<file path="config.mk">
export PLATFORM = sky130hd
export DESIGN_NAME = add_rca_32
export DESIGN_NICKNAME = d
export VERILOG_FILES = /design/src/rtl/add_rca_pkg.sv /design/src/rtl/add_rca_32_full_adder.sv /design/src/rtl/add_rca_32.sv
export SDC_FILE = /design/constraint.sdc
export NUM_CORES = 1
export LEC_CHECK = 0
export BUFFER_PORTS_ARGS = -buffer_cell sky130_fd_sc_hd__buf_2
export CAP_MARGIN = 20
export CORE_MARGIN = 1
export CORE_UTILIZATION = 45
export CTS_CLUSTER_DIAMETER = 50
export CTS_CLUSTER_SIZE = 40
export DETAILED_ROUTE_END_ITERATION = 8
export HOLD_SLACK_MARGIN = 0.1
export PLACE_DENSITY = 0.9
export SLEW_MARGIN = 10
export SYNTH_ARGS = -nofsm -noshare
export SYNTH_HDL_FRONTEND = slang
export SYNTH_SLANG_ARGS = --single-unit
</file>
<file path="constraint.sdc">
create_clock -name clk -period 17 [get_ports clk]
set_clock_uncertainty 0.2 [all_clocks]
set_input_delay 1.7 -clock clk [delete_from_list [all_inputs] [get_ports clk]]
set_output_delay 1.7 -clock clk [all_outputs]
set_load 0.02 [all_outputs]
</file>
<file path="src/rtl/add_rca_pkg.sv">
// add_rca_pkg: shared width and word type for the ripple-carry adder.
package add_rca_pkg;
  localparam int WIDTH = 32;
  typedef logic [WIDTH-1:0] word_t;
endpackage

</file>
<file path="src/rtl/add_rca_32_full_adder.sv">
// full_adder: one-bit combinational full adder, a ripple-carry stage.
module full_adder (
  input  logic a,
  input  logic b,
  input  logic cin,
  output logic s,
  output logic cout
);
  logic p;
  always_comb begin
    p = a ^ b;
    s = p ^ cin;
    cout = (a & b) | (cin & p);
  end
endmodule

</file>
<file path="src/rtl/add_rca_32.sv">
// add_rca_32: 32-bit ripple-carry adder with registered sum, carry-out and valid.
// Define ADD_RCA_32_OVERFLOW_EN to add the registered signed-overflow output.
module add_rca_32
  import add_rca_pkg::*;
(
  input  logic             clk,
  input  logic             rst,
  input  logic [WIDTH-1:0] a,
  input  logic [WIDTH-1:0] b,
  input  logic             c_in,
  input  logic             in_valid,
  output logic [WIDTH-1:0] sum,
  output logic             c_out,
  output logic             out_valid
`ifdef ADD_RCA_32_OVERFLOW_EN
  ,
  output logic             overflow
`endif
);
  logic [WIDTH:0] c;
  word_t s;
  word_t sum_d, sum_q;
  logic c_out_d, c_out_q, out_valid_d, out_valid_q;
  assign c[0] = c_in;
  for (genvar i = 0; i < WIDTH; i++) begin : g_fa
    full_adder u_fa (.a(a[i]), .b(b[i]), .cin(c[i]), .s(s[i]), .cout(c[i+1]));
  end
  always_comb begin
    sum_d = in_valid ? s : sum_q;
    c_out_d = in_valid ? c[WIDTH] : c_out_q;
    out_valid_d = in_valid;
  end
  always_ff @(posedge clk) begin
    if (rst) begin
      sum_q <= '0;
      c_out_q <= 1'b0;
      out_valid_q <= 1'b0;
    end else begin
      sum_q <= sum_d;
      c_out_q <= c_out_d;
      out_valid_q <= out_valid_d;
    end
  end
  assign sum = sum_q;
  assign c_out = c_out_q;
  assign out_valid = out_valid_q;
`ifdef ADD_RCA_32_OVERFLOW_EN
  logic overflow_d, overflow_q;
  always_comb overflow_d = in_valid ? (c[WIDTH] ^ c[WIDTH-1]) : overflow_q;
  always_ff @(posedge clk) overflow_q <= rst ? 1'b0 : overflow_d;
  assign overflow = overflow_q;
`endif
endmodule

</file>
Yosys cells after proc, flatten, opt, wreduce, memory -nomap -nowiden. Index checks and enable logic that the tools add are counted.

Bits of input ports: 68. Logic and storage cells: 163. Flip-flop bits (word level): 34. Output and inout bits: 34.

Bitwise gates (word level): 160.

Operator list (number): AND 1 bit (64); XOR 1 bit (64); OR 1 bit (32).

Logic depth before layout (Yosys ltp).
Depth in word-level cells: 65. Gate-level depth with buffers: 36. Mapped depth without buffers: 36.

Hierarchy. From an unflattened synthesis, not the netlist that was laid out.

Cells, all modules: 141. Area, all modules: 1870.5 um^2.

Modules (own cells, without submodules): add_rca_32 (sequential area each 680.7 um^2, area an instance 1229.9 um^2, cells each 109, times used 1); full_adder (sequential area each 0.0 um^2, area an instance 20.0 um^2, cells each 1, times used 32).

Least setup slack after synthesis. No wires, ideal clock.

Path type: input port to flip-flop. Start: input port a[0]. End: register sum_q[31], in the netlist sum[31]. Path slack: 2.720 ns. Stages: 36. Setup time: 0.086 ns. Buffers on the path: 0. Arrival time: 13.994 ns. Data required time: 16.714 ns. Path through: fa_1 > fa_1 > fa_1 > fa_1 > fa_1 > fa_1 > fa_1 > fa_1 > fa_1 > inv_1 > fa_1 > inv_1 > fa_1 > fa_1 > fa_1 > fa_1 > fa_1 > fa_1 > fa_1 > fa_1 > fa_1 > fa_1 > fa_1 > fa_1 > fa_1 > fa_1 > fa_1 > fa_1 > fa_1 > fa_1 > fa_1 > fa_1 > fa_1 > inv_1 > fa_1 > a211oi_1.

Word-level cells in the longest chain between the ends: 64. Elaborated cells on any way between the ends: 65. Those cells by class: 65 x bitwise.

RTL lines: from (decl) (RTL line add_rca_32.sv:8) `input logic [WIDTH-1:0] a,`; XOR 1 bit (RTL line add_rca_32_full_adder.sv:11) `p = a ^ b;`; AND 1 bit (RTL line add_rca_32_full_adder.sv:13) `cout = (a & b) | (cin & p);`; OR 1 bit * (RTL line add_rca_32_full_adder.sv:13); AND 1 bit * (RTL line add_rca_32_full_adder.sv:13); OR 1 bit * (RTL line add_rca_32_full_adder.sv:13); AND 1 bit * (RTL line add_rca_32_full_adder.sv:13); OR 1 bit * (RTL line add_rca_32_full_adder.sv:13); AND 1 bit * (RTL line add_rca_32_full_adder.sv:13); [48 not listed]; OR 1 bit * (RTL line add_rca_32_full_adder.sv:13); AND 1 bit * (RTL line add_rca_32_full_adder.sv:13); OR 1 bit * (RTL line add_rca_32_full_adder.sv:13); AND 1 bit * (RTL line add_rca_32_full_adder.sv:13); OR 1 bit * (RTL line add_rca_32_full_adder.sv:13); AND 1 bit * (RTL line add_rca_32_full_adder.sv:13); OR 1 bit * (RTL line add_rca_32_full_adder.sv:13); XOR 1 bit * (RTL line add_rca_32_full_adder.sv:12) `s = p ^ cin;`; to (signal assigned) (RTL line add_rca_32.sv:39) `sum_q <= sum_d;`; to (decl) (RTL line add_rca_32.sv:22) `word_t sum_d, sum_q;`.

Every way passes the cells marked *; elsewhere a longest branch is shown, timed or not. A chain may end at the register's enable or synchronous reset.

Final worst setup path. Ends and elaborated chain as after synthesis.

==> results summary <==
The run finished with clean final reports. The post-place setup slack is just over 2 ns. The peak supply drop came out at roughly 0.046 mV. Power spread over the standard cell area amounts to roughly 90 nW/um2. The die extent in y came out at about 67 um. The critical path capture point type is a flop. The number of diodes is 0. The hold violation total from the final report came out at 0. The clock tree synthesis step divided the H-tree into 2 levels. The post-synthesis compound-gate area fraction came out at 0.01192. The share of synthesized area in the top cell type comes to 0.3603. The number of nets produced by synthesis is roughly 250. The post-route non-filler standard cell count is 299. The number of global-route vias before repair came out at about 1400. The port buffer count came out at 101. The count of cell types in the netlist came out at 11.

The cell sitting at the root of the clock tree is a sky130_fd_sc_hd__clkbuf_8. The violation count after the first detailed-routing iteration is 33. The number of standard cells after synthesis came out at 148.

The final worst-path setup slack came out at 2.358 ns. The total chip power came out at roughly 220 uW. The post-synthesis simple-gate area fraction is 0.06887. The setup TNS came out at 0 ns. The TritonCTS sink count came out at 34.

On the critical path, the stage with the largest delay is an instance of sky130_fd_sc_hd__fa_1. The minimum clock period is 14.64 ns. The final setup violation count came out at 0. The max-slew violation count is 0. Entering global routing, the biggest net connects 38 pins. Setup repair after global routing left no endpoint under its margin.

The post-CTS setup-driven buffer insertion count is 0. The longest clock path from root to sink contains 2 buffers. The path class of the tightest hold or removal check is reg2reg. The number of remaining DRC errors is 0. In this run the standard cell core region covers 4029 um2. The xor and xnor fraction of the mapped netlist area is 0.

The cell seen most often among critical-path stages is sky130_fd_sc_hd__fa_1. The average instance in the mapped netlist occupies 12.77 um2. After synthesis, the cell types taking the most area are sky130_fd_sc_hd__dfxtp_1 36%, sky130_fd_sc_hd__fa_1 34%, sky130_fd_sc_hd__mux2i_1 16%, sky130_fd_sc_hd__nor2_1 6.6%, sky130_fd_sc_hd__buf_12 3.2%. The critical path data arrival time is 14.63 ns. Across the run, the number of max-cap violations was 0.

After legalization and detailed placement, the total HPWL measured 2887 um. The tightest slew margin relative to the limit came out at 0.3392. For the pin with the worst max-slew slack, the measured transition is 0.9913 ns. sky130_fd_sc_hd__dfxtp_1 is the most common cell in the netlist.

Before antenna repair, the detailed router went through 4 iterations. The fraction of layout instances using a drive strength above 1 is 0.4378. The mapped netlist covers 1889 um2.

The number of enable flip-flop cells after synthesis is 0. The insertion delay to the later sink of the worst-skew pair came out at between 0.2 and 0.3 ns. From synthesis to final layout, the design area changed by 31.19%. The number of nets with antenna violations after detailed routing is 0.

The wire length of the first global-routing pass came out at 5720 um. The setup path with the least slack is of type in2reg. The number of cells in the design after placement is 291. By area, the combinational part of the netlist is dominated by adder cells. The number of antenna violations at the first check in global routing came out at 0. Once the clock tree was built, the resizer swapped 0 gates to a different size. The async set or reset register ratio after synthesis is 0.

The CTS tree is yes. The warning count from the yosys run came out at 0. Among all flip-flop cells after synthesis, the most frequent one is sky130_fd_sc_hd__dfxtp_1. Of the synthesized area, sequential elements account for 0.3603. The detailed-route vias per instance came out at 4.612. The number of synthesized register bits came out at 34. The total global-route track usage came out at 0.1752. The static leakage came out at 0.001286 uW. In the final routed layout, each cell accounts on average for 11.96 um. The congestion estimate from routability-driven global placement came to 0.7011. The total detailed-routing wirelength is 3576 um. The area of the die is around 4500 um2. The largest incremental delay on the critical path came out at 0.43 ns. In this run the core area contains 23 standard-cell rows. Final hold analysis gives a worst-case slack of 0.2880 ns. Of the total synthesized cell area, the portion taken by full adders, half adders and majority gates is 0.3391. Dividing the final minimum period by the clock period gives 0.8613. STA classifies the critical path startpoint as an input port.

The total global routing overflow is 0. The multiplexer fraction of the synthesized cell area came out at 0.1589. Summing over every cut layer, the via total after detailed routing is 1379. Along the worst path, the maximum fanout reaches 1. The final net count is 348. The number of buffers created by CTS came out at 5. For this configuration, the core starts out at a cell density of 0.4689. The clock input transition at the sequential cells of the worst setup and hold paths is 0.06 ns. The horizontal die dimension came out at 66.80 um.

The library cell occupying the most area in the post-synthesis netlist is sky130_fd_sc_hd__dfxtp_1. The number of placed I/O pins is 102. The maximum operating frequency is 68.30 MHz. Sorting the synthesized cells by how often they occur yields 34 x sky130_fd_sc_hd__dfxtp_1, 33 x sky130_fd_sc_hd__nor2_1, 32 x sky130_fd_sc_hd__fa_1. The required time at the worst-slack endpoint is 16.99 ns. The quantity of hold-fixing buffers added after cts came out at 0.
## state kept, by name, summed over array words and instances, names as in the netlist
name / count
out_valid: 1
sum: 32
c_out: 1
## cell families (layout without fill, tap and decap cells)
group	Yosys count	after routing
AOI/OAI and AO/OA	3	3
adders and majority gates	32	32
buffers and inverters	15	116
DFF	34	34
muxes	30	30
and+or+nand+nor	34	34
## stage by stage
stage	cell area, um2	utilization
after floorplan	1889	-
after global placement	2369	0.5879
after detailed placement	2369	0.5879
after CTS	2479	0.6152
after global routing	2479	0.6152
final	2479	0.6152
## critical path, delay by kind of cell
kind                       cells  cell delay, ns
buffers and inverters          4            0.31
adders and majority gates     32           12.40
AOI/OAI and AO/OA              1            0.21
## metal layers
layer	routed length (um)	global-route usage	part of all wire	vias to the layer above
met1	1442	0.1912	0.40	652
li1	-	-	-	665
met5	0	0	0	-
met3	228	0.03938	0.064	6
met4	58	0.08245	0.016	0
met2	1847	0.3169	0.52	56
## cells in the final DEF, fill, tap and decap left out
cell type,instances
sky130_fd_sc_hd__dfxtp_1,34
sky130_fd_sc_hd__mux2i_1,30
sky130_fd_sc_hd__clkbuf_8,8
sky130_fd_sc_hd__nor2_1,33
sky130_fd_sc_hd__a211oi_1,3
sky130_fd_sc_hd__nor2b_1,1
sky130_fd_sc_hd__fa_1,32
sky130_fd_sc_hd__inv_1,7
sky130_fd_sc_hd__buf_2,101
## final cells by class
class | instances | area (um2)
Clock buffer | 8 | 110.1
Fill cell | 335 | 1550
Inverter | 7 | 26.28
Multi-Input combinational cell | 99 | 1094
Sequential cell | 34 | 680.7
Tap cell | 50 | 62.56
Timing Repair Buffer | 101 | 505.5
## path summary, 6_finish.rpt
kind / start / end / slack, ns / cells past startpoint
setup reg to reg: sum[9]$_SDFFE_PP0P_ / sum[9]$_SDFFE_PP0P_ / 16.12 / 2
hold reg to reg: sum[19]$_SDFFE_PP0P_ / sum[19]$_SDFFE_PP0P_ / 0.29 / 2
setup / recovery: a[0] / sum[31]$_SDFFE_PP0P_ / 2.36 / 37
hold / removal: sum[19]$_SDFFE_PP0P_ / sum[19]$_SDFFE_PP0P_ / 0.29 / 2
## where the power goes
| group | switching, uW | internal (uW) | total, uW |
|---|---|---|---|
| combinational | 34.8 | 27.8 | 62.6 |
| clock | 26.6 | 40.9 | 67.5 |
| sequential | 4.06 | 88.5 | 92.5 |
| total | 65.5 | 157 | 223 |
Power figures use the tool's default switching activity.
